`config.mk`:
```
export PLATFORM = sky130hd
export DESIGN_NAME = div_unit
export DESIGN_NICKNAME = d
export VERILOG_FILES = /design/src/rtl/div_unit.sv
export SDC_FILE = /design/constraint.sdc
export NUM_CORES = 1
export LEC_CHECK = 0
export BUFFER_PORTS_ARGS = -buffer_cell sky130_fd_sc_hd__buf_2
export CORE_MARGIN = 8
export CORE_UTILIZATION = 30
export CTS_BUF_LIST = sky130_fd_sc_hd__clkbuf_16
export CTS_CLUSTER_SIZE = 20
export DETAILED_ROUTE_END_ITERATION = 8
export SYNTH_ARGS = -nofsm -noshare
export SYNTH_HDL_FRONTEND = slang
export SYNTH_SLANG_ARGS = --single-unit
```
`constraint.sdc`:
```
create_clock -name clk -period 6.9 [get_ports clk]
set_clock_uncertainty 0.2 [all_clocks]
set_input_delay 1.38 -clock clk [delete_from_list [all_inputs] [get_ports clk]]
set_output_delay 1.38 -clock clk [all_outputs]
set_load 0.02 [all_outputs]
```
`src/rtl/div_unit.sv`:
```
// Iterative radix-2 restoring divider for the RV64M divide group (DIV/DIVU/REM/REMU and W-forms).
// Divide-by-zero, signed overflow and W-form sign extension are resolved inside the unit.
module div_unit #(
  parameter int unsigned XLEN = 64
) (
  input  logic            clk,
  input  logic            rst_n,
  input  logic            div_valid,
  output logic            div_ready,
  input  logic            div_signed,
  input  logic            div_word,
  input  logic            div_rem,
  input  logic [XLEN-1:0] div_src1,
  input  logic [XLEN-1:0] div_src2,
  input  logic            flush,
  output logic            out_valid,
  input  logic            out_ready,
  output logic [XLEN-1:0] out_result
);

  localparam int unsigned WLEN = 32;
  localparam int unsigned CntW = $clog2(XLEN);

  typedef enum logic [1:0] {StIdle, StCalc, StDone} state_e;

  state_e state_q, state_d;

  logic [XLEN-1:0] quo_q, quo_d;
  logic [XLEN-1:0] rem_q, rem_d;
  logic [XLEN-1:0] dvsr_q, dvsr_d;
  logic [XLEN-1:0] res_q, res_d;
  logic [CntW-1:0] cnt_q, cnt_d;
  logic            qneg_q, qneg_d;
  logic            rneg_q, rneg_d;
  logic            word_q, word_d;
  logic            rsel_q, rsel_d;

  logic accept;
  logic special;
  logic last;

  function automatic logic [XLEN-1:0] wsext(input logic word, input logic [XLEN-1:0] val);
    return word ? {{(XLEN-WLEN){val[WLEN-1]}}, val[WLEN-1:0]} : val;
  endfunction

  // Operand preparation, evaluated on the request inputs at accept time
  logic [XLEN-1:0] a_ext, b_ext, a_abs, b_abs, a_align, min_val, special_sel;
  logic            a_neg, b_neg, b_zero, ovf;

  always_comb begin
    if (div_word) begin
      a_ext   = {{(XLEN-WLEN){div_signed & div_src1[WLEN-1]}}, div_src1[WLEN-1:0]};
      b_ext   = {{(XLEN-WLEN){div_signed & div_src2[WLEN-1]}}, div_src2[WLEN-1:0]};
      min_val = {{(XLEN-WLEN+1){1'b1}}, {(WLEN-1){1'b0}}};
    end else begin
      a_ext   = div_src1;
      b_ext   = div_src2;
      min_val = {1'b1, {(XLEN-1){1'b0}}};
    end
    a_neg   = div_signed & a_ext[XLEN-1];
    b_neg   = div_signed & b_ext[XLEN-1];
    a_abs   = a_neg ? -a_ext : a_ext;
    b_abs   = b_neg ? -b_ext : b_ext;
    // Left-align W-form dividends so both widths shift out from the register MSB
    a_align = div_word ? (a_abs << WLEN) : a_abs;
    b_zero  = (b_ext == '0);
    ovf     = div_signed & (a_ext == min_val) & (b_ext == '1);
    special = b_zero | ovf;
    if (b_zero) begin
      special_sel = div_rem ? a_ext : '1;
    end else begin
      special_sel = div_rem ? '0 : a_ext;
    end
  end

  // One restoring step: the partial remainder never exceeds the divisor, so XLEN+1 bits suffice
  logic [XLEN:0]   trial, diff;
  logic            qbit;
  logic [XLEN-1:0] rem_nx, quo_nx, q_fix, r_fix, calc_res;

  always_comb begin
    trial    = {rem_q, quo_q[XLEN-1]};
    diff     = trial - {1'b0, dvsr_q};
    qbit     = ~diff[XLEN];
    rem_nx   = qbit ? diff[XLEN-1:0] : trial[XLEN-1:0];
    quo_nx   = {quo_q[XLEN-2:0], qbit};
    q_fix    = qneg_q ? -quo_nx : quo_nx;
    r_fix    = rneg_q ? -rem_nx : rem_nx;
    calc_res = wsext(word_q, rsel_q ? r_fix : q_fix);
    last     = (cnt_q == (word_q ? CntW'(WLEN - 1) : CntW'(XLEN - 1)));
  end

  assign accept = div_valid & div_ready & ~flush;

  // State register
  always_ff @(posedge clk or negedge rst_n) begin
    if (!rst_n) begin
      state_q <= StIdle;
    end else begin
      state_q <= state_d;
    end
  end

  // Next-state logic
  always_comb begin
    state_d = state_q;
    unique case (state_q)
      StIdle: if (accept) state_d = special ? StDone : StCalc;
      StCalc: if (last) state_d = StDone;
      StDone: if (out_ready) state_d = StIdle;
      default: state_d = StIdle;
    endcase
    if (flush) state_d = StIdle;
  end

  // Output decode
  always_comb begin
    div_ready = 1'b0;
    out_valid = 1'b0;
    unique case (state_q)
      StIdle:  div_ready = 1'b1;
      StDone:  out_valid = 1'b1;
      default: ;
    endcase
  end

  assign out_result = res_q;

  // Datapath next-state
  always_comb begin
    quo_d  = quo_q;
    rem_d  = rem_q;
    dvsr_d = dvsr_q;
    res_d  = res_q;
    cnt_d  = cnt_q;
    qneg_d = qneg_q;
    rneg_d = rneg_q;
    word_d = word_q;
    rsel_d = rsel_q;
    if (accept) begin
      quo_d  = a_align;
      rem_d  = '0;
      dvsr_d = b_abs;
      cnt_d  = '0;
      qneg_d = a_neg ^ b_neg;
      rneg_d = a_neg;
      word_d = div_word;
      rsel_d = div_rem;
      if (special) res_d = wsext(div_word, special_sel);
    end else if (state_q == StCalc && !flush) begin
      quo_d = quo_nx;
      rem_d = rem_nx;
      cnt_d = cnt_q + CntW'(1);
      if (last) res_d = calc_res;
    end
  end

  always_ff @(posedge clk or negedge rst_n) begin
    if (!rst_n) begin
      quo_q  <= '0;
      rem_q  <= '0;
      dvsr_q <= '0;
      res_q  <= '0;
      cnt_q  <= '0;
      qneg_q <= 1'b0;
      rneg_q <= 1'b0;
      word_q <= 1'b0;
      rsel_q <= 1'b0;
    end else begin
      quo_q  <= quo_d;
      rem_q  <= rem_d;
      dvsr_q <= dvsr_d;
      res_q  <= res_d;
      cnt_q  <= cnt_d;
      qneg_q <= qneg_d;
      rneg_q <= rneg_d;
      word_q <= word_d;
      rsel_q <= rsel_d;
    end
  end

endmodule

```
# ---- After elaboration in Yosys (flattened, before gate mapping)
# Cells that the tools add are included.
# Widths: inputs -> output; s select.
dict set report op_classes {
  addsub 6
  n_eq_ne 9
  muxes 34
  bitwise 12
  reduce_logical 8
}
# operator n
set op_table {}
lappend op_table {{$mux 64} 22}
lappend op_table {{$neg 64->64} 4}
lappend op_table {{$sub 65x64->65} 1}
lappend op_table {{$eq 64x64->1} 1}
lappend op_table {{$eq 64x64->1 const B} 1}
lappend op_table {{$logic_not 64->1} 1}
lappend op_table {{$mux 63} 1}
lappend op_table {{$mux 6} 3}
lappend op_table {{$mux 2} 5}
lappend op_table {{$ne 3x3->1 const B} 3}
lappend op_table {{$and 1x1->1} 8}
lappend op_table {{$add 6x1->6 const B} 1}
lappend op_table {{$eq 6x6->1} 1}
lappend op_table {{$pmux 2 s3} 1}
lappend op_table {{$reduce_and 3->1} 2}
lappend op_table {{$reduce_bool 2->1} 2}
lappend op_table {{$eq 2x1->1 const B} 1}
lappend op_table {{$eq 2x2->1 const B} 1}
lappend op_table {{$logic_not 2->1} 1}
lappend op_table {{$mux 1} 2}
lappend op_table {{$ne 2x1->1 const B} 1}
lappend op_table {{$not 1->1} 2}
lappend op_table {{$logic_and 1x1->1} 1}
lappend op_table {{$logic_not 1->1} 1}
lappend op_table {{other kinds (2)} 2}
dict set report word_totals {
  reg_bits 268
  input_bits 136
  out_inout_bits 66
  word_cells 79
}

# ---- Longest topological paths before layout
dict set report depth {
  word_depth 10
  mapped_depth 28
  mapped_depth_nobuf 23
}

# ---- Least setup slack after synthesis
# OpenSTA, ideal clock, no wires.
dict set report synth_path {
  path_kind {register to register}
  startpoint {reg quo_q[63]}
  endpoint {reg res_q[48] (netlist: out_result[48])}
  setup_ns 0.121
  arrival_ns 5.575
  required_time_ns 6.579
  path_slack_ns 1.004
  path_stages_with_launch 28
  n_path_buf 5
  synth_period_minus_slack_ns 5.896
  cell_sequence {dfrtp_1 -> inv_1 -> ha_1 -> fa_1 -> nand2b_1 -> a21oi_1 -> o21ai_1 -> a21boi_0 -> o311ai_0 -> o211a_1 -> inv_2 -> buf_2 -> buf_2 -> buf_4 -> buf_2 -> buf_1 -> o21ai_0 -> inv_1 -> ha_1 -> nor4b_1 -> and4_1 -> nand3_1 -> a22oi_1 -> nand4_1 -> o21ai_0 -> xor2_1 -> a221o_1 -> a22o_1}
}
dict set report synth_between {
  elab_chain_cells 9
  elab_cells_between_ends 12
  cone_classes {add/sub (3); mux (8); bitwise (1)}
}
# item line_no
set synth_lines {}
lappend synth_lines {{from (decl)} 28} ;# logic [XLEN-1:0] quo_q, quo_d;
lappend synth_lines {{from (signal assigned)} 170} ;# quo_q <= quo_d;
lappend synth_lines {{$sub 65x64->65} 83} ;# diff = trial - {1'b0, dvsr_q};
lappend synth_lines {{$mux 64 or $not 1->1 (tied branches)} {85, 84}}
lappend synth_lines {{$neg 64->64 (on tied branches)} {88, 87}}
lappend synth_lines {{$mux 64 (on tied branches)} {88, 87}}
lappend synth_lines {{$mux 64 *} 89} ;# calc_res = wsext(word_q, rsel_q ? r_fix : q_fix);
lappend synth_lines {{$mux 64 *} 43} ;# return word ? {{(XLEN-WLEN){val[WLEN-1]}}, val[WLEN-1:0]} : val;
lappend synth_lines {{$mux 64 *} 154} ;# if (last) res_d = calc_res;
lappend synth_lines {{$mux 64 *} 150} ;# end else if (state_q == StCalc && !flush) begin
lappend synth_lines {{$mux 64 *} 140} ;# if (accept) begin
lappend synth_lines {{to (signal assigned)} 173} ;# res_q <= res_d;
lappend synth_lines {{to (decl)} 31} ;# logic [XLEN-1:0] res_q, res_d;
# Mark *: on every way between the ends. The rest lies on a longest branch, timed or not. The select of a mux whose other input is x is not followed.
# A chain may end at the register's enable or synchronous reset.

# ---- Worst setup path after layout
dict set report layout_path {
  startpoint {reg dvsr_q[59]}
  endpoint {reg res_q[48] (netlist: out_result[48])}
}
dict set report layout_between {
  elab_chain_cells 9
  elab_cells_between_ends 12
  cone_classes {add/sub (3); mux (8); bitwise (1)}
}
# item line_no
set layout_lines {}
lappend layout_lines {{from (decl)} 30} ;# logic [XLEN-1:0] dvsr_q, dvsr_d;
lappend layout_lines {{from (signal assigned)} 172} ;# dvsr_q <= dvsr_d;
lappend layout_lines {{$sub 65x64->65 *} 83}
lappend layout_lines {{$mux 64 or $not 1->1 (tied branches)} {85, 84}}
lappend layout_lines {{$neg 64->64 (on tied branches)} {88, 87}}
lappend layout_lines {{$mux 64 (on tied branches)} {88, 87}}
lappend layout_lines {{$mux 64 *} 89}
lappend layout_lines {{$mux 64 *} 43}
lappend layout_lines {{$mux 64 *} 154}
lappend layout_lines {{$mux 64 *} 150}
lappend layout_lines {{$mux 64 *} 140}
# Marked as above.

==> results.toml <==
[run_status]
outcome = "finished, final reports clean"

[final_layout]
fin_nets = 3670
diodes = 0
synthToLayoutAreaGrowth_pct = 11.7
layout-drive-gt1-share = 0.104

[sta]
relSlewSlack = 0.230
setup_viol = 0
slew_violations = 0
period_share = 0.929
grt_setup_unrepaired = "false"
tightestPinTransition_ps = 1150
max_freq_ghz = 0.156
hold_violations = 0
period_minus_slack_ps = 6410
finalSetupTns_ps = 0

[clock_tree]
ctsResizeCount = 0
cts_sinks = 268
htreeDepth = 2
clock_latency_ps = 570
hold_buffers = 0
cts_made_buffers = 36
clk_pin_slew_ps = 50
clock-root-buffer = "clkbuf_16"
post_cts.repair.setup_buffers = 0
tritoncts = "yes"
clockBufferDepth = 3

[power]
irDropWorstVdd_mv = 0.353
power.leakage_uw = 0.0117
total_power_uw = 14000
power.density_nw_per_um2 = 494

[synthesis]
yosysTopAreaCellShare = 0.265
netlist_instances = 3402
syn_nets = 3609
async_flop_share = 1.00
yosys_warnings = 0
netlist_area_um2 = 25300
synth_edf_count = 0
syn_avg_cell_area_um2 = 7.45
ys.flop_type = "dfrtp_1"
ys_ff_latch = 268
synth_most_common_cell = "nand2_1"
synth.area.top_cells = "dfrtp_1, o21ai_0, nand2_1"
yosys-top-cells-count = "nand2_1, o21ai_0, nor2_1, a21oi_1, dfrtp_1"
synth_cell_type_count = 114
synth_top_area_cell = "dfrtp_1"
yosysSeqAreaShare = 0.265

[min_path]
hold_path_class = "flip-flop to flip-flop"
min_path_cells = 2

[routing]
antenna_left = 0
vias = 27500
post_drt_wl_per_cell_um = 24.9
drc = 0
dr.pass1.iters = 6
vias_per_cell = 5.94
postRouteWirelength_um = 115000
drtIter0Drc = 3524

[setup_path]
startpoint = "dvsr_q[59]"
path_cells = "inv_1 > ha_1 > and4_1 > nand2_1 > nor3_1 > and3_1 > a21boi_1 > o211a_4 > buf_4 > buf_4 > nand4_1 > a22oi_1 > nand4_1 > o21ai_0 > xor2_1 > a221o_1 > a22o_1"
cp-end-kind = "flip-flop"
required_ps = 7150
worstReg2RegEnd = "out_result[48]"
r2r_cells = 17
critPathMaxStageDelay_ps = 650
critPathKind = "flip-flop to flip-flop"
startpoint_type = "flip-flop"
path_max_fanout = 67
critPathCapture = "out_result[48]"
cp.arrival_ps = 6660
ff2ff_setup_slack_ps = 490
slowest_stage = "buf_4"
regToRegStartpoint = "dvsr_q[59]"

[place]
gp_congestion = 0.970
dpl.hpwl_um = 89900
port-buffer-count = 201

[floorplanning]
pin_count = 202
dieArea_um2 = 94000
rows = 106
core_um2 = 83700
die_h_um = 307
initial_core_util = 0.303
die_w_um = 307

[global_route]
grt_pass1_wl_um = 170000
antenna_found_initial = 5
grt_max_degree = 131
grtUsageTotal = 0.234
globalRouteOverflowTotal = 0
grt_pass1_vias = 26000

[flow_run]
cap_violations = 0
layout by cell type (no fill, tap or decap), types with 10 or more instances in the layout:
cell type / Yosys / layout
or4_1: 17 / 17
dfrtp_1: 268 / 265
mux2i_1: 87 / 87
buf_4: 1 / 37
o31ai_1: 56 / 56
and3_1: 14 / 14
o41ai_1: 20 / 20
and2_1: 30 / 29
o21a_1: 24 / 24
nand3_1: 63 / 63
nor2b_1: 12 / 11
nand2b_1: 11 / 11
xor2_1: 131 / 131
a22oi_1: 11 / 11
o21ai_1: 21 / 21
a21o_1: 31 / 31
buf_2: 26 / 199
or3_1: 56 / 56
a31oi_1: 52 / 52
nor2_1: 316 / 313
ha_1: 70 / 70
nor3b_1: 10 / 10
xnor2_1: 136 / 136
a211oi_1: 51 / 51
o211ai_1: 38 / 38
o21ai_0: 345 / 345
a221oi_1: 11 / 11
and4_1: 15 / 15
o22ai_1: 51 / 51
a21oi_1: 275 / 274
clkbuf_16: 0 / 38
a22o_1: 18 / 18
nand4_1: 64 / 64
nor3_1: 81 / 81
inv_1: 103 / 111
nor4_1: 48 / 48
nand2_1: 447 / 446
layout make-up:
class | instances | area (um2)
Clock buffer | 38 | 951
Tap cell | 1134 | 1420
Multi-Input combinational cell | 2812 | 17300
Clock inverter | 24 | 164
Fill cell | 9048 | 55400
Timing Repair Buffer | 240 | 1350
Sequential cell | 268 | 6710
Inverter | 105 | 394
worst min-delay path by stage:
stage | from | end
6_report | dvsr_q[10] | dvsr_q[10]
5_1_grt | dvsr_q[13] | dvsr_q[13]
4_1_cts | dvsr_q[10] | dvsr_q[10]
3_5_place_dp | out_result[18] | out_result[18]
3_3_place_gp | dvsr_q[5] | dvsr_q[5]
2_1_floorplan | dvsr_q[38] | dvsr_q[38]
power by group:
group	switching (uW)	internal (uW)
sequential	520	1900
combinational	6560	3140
clock	797	1060
cells by family (layout without fill, tap and decap cells):
logic type                 count (synthesis)  in the layout  share of synthesized area
AOI/OAI and AO/OA                       1131           1131                      0.281
xor gates and xnor gates                 267            267                     0.0923
adders and majority gates                 73             73                     0.0362
buffers and inverters                    322            407                     0.0533
DFF                                      268            268                      0.265
muxes                                     93             93                     0.0371
and+or+nand+nor                         1248           1248                      0.236
sequential cells by signal (all words and copies together), names as in the netlist:
name / cells
qneg_q: 1
out_result: 64
word_q: 1
dvsr_q: 64
cnt_q: 6
state_q: 2
rsel_q: 1
quo_q: 64
rem_q: 64
rneg_q: 1
worst max-delay path: cells and delay by family, from the launching register on:
family | cells | cell delay, ps
AOI/OAI and AO/OA | 6 | 1880
and+or+nand+nor | 6 | 1840
buffers and inverters | 3 | 1420
adders and majority gates | 1 | 450
DFF | 1 | 330
xor gates and xnor gates | 1 | 120
stage by stage:
stage               cell area (um2)  std cells  setup slack [ps]  utilization  hold slack [ps]
finish                        28300       4621               490        0.338              277
global route                  28300       4621               131        0.338              293
CTS                           28300       4621               766        0.338              284
detailed placement            27200       4559               782        0.325              265
global placement              27200       4559               853        0.325              264
floorplan                     25300       3402              1000            -              249
per-layer routing:
layer	vias up	GRT usage	share of wire
met5	-	0	0.00032
met4	6	0.0655	0.031
met3	215	0.0507	0.091
met2	1331	0.368	0.45
met1	13400	0.321	0.43
li1	12600	-	-
Note: power is estimated with default switching activity, not from simulation.
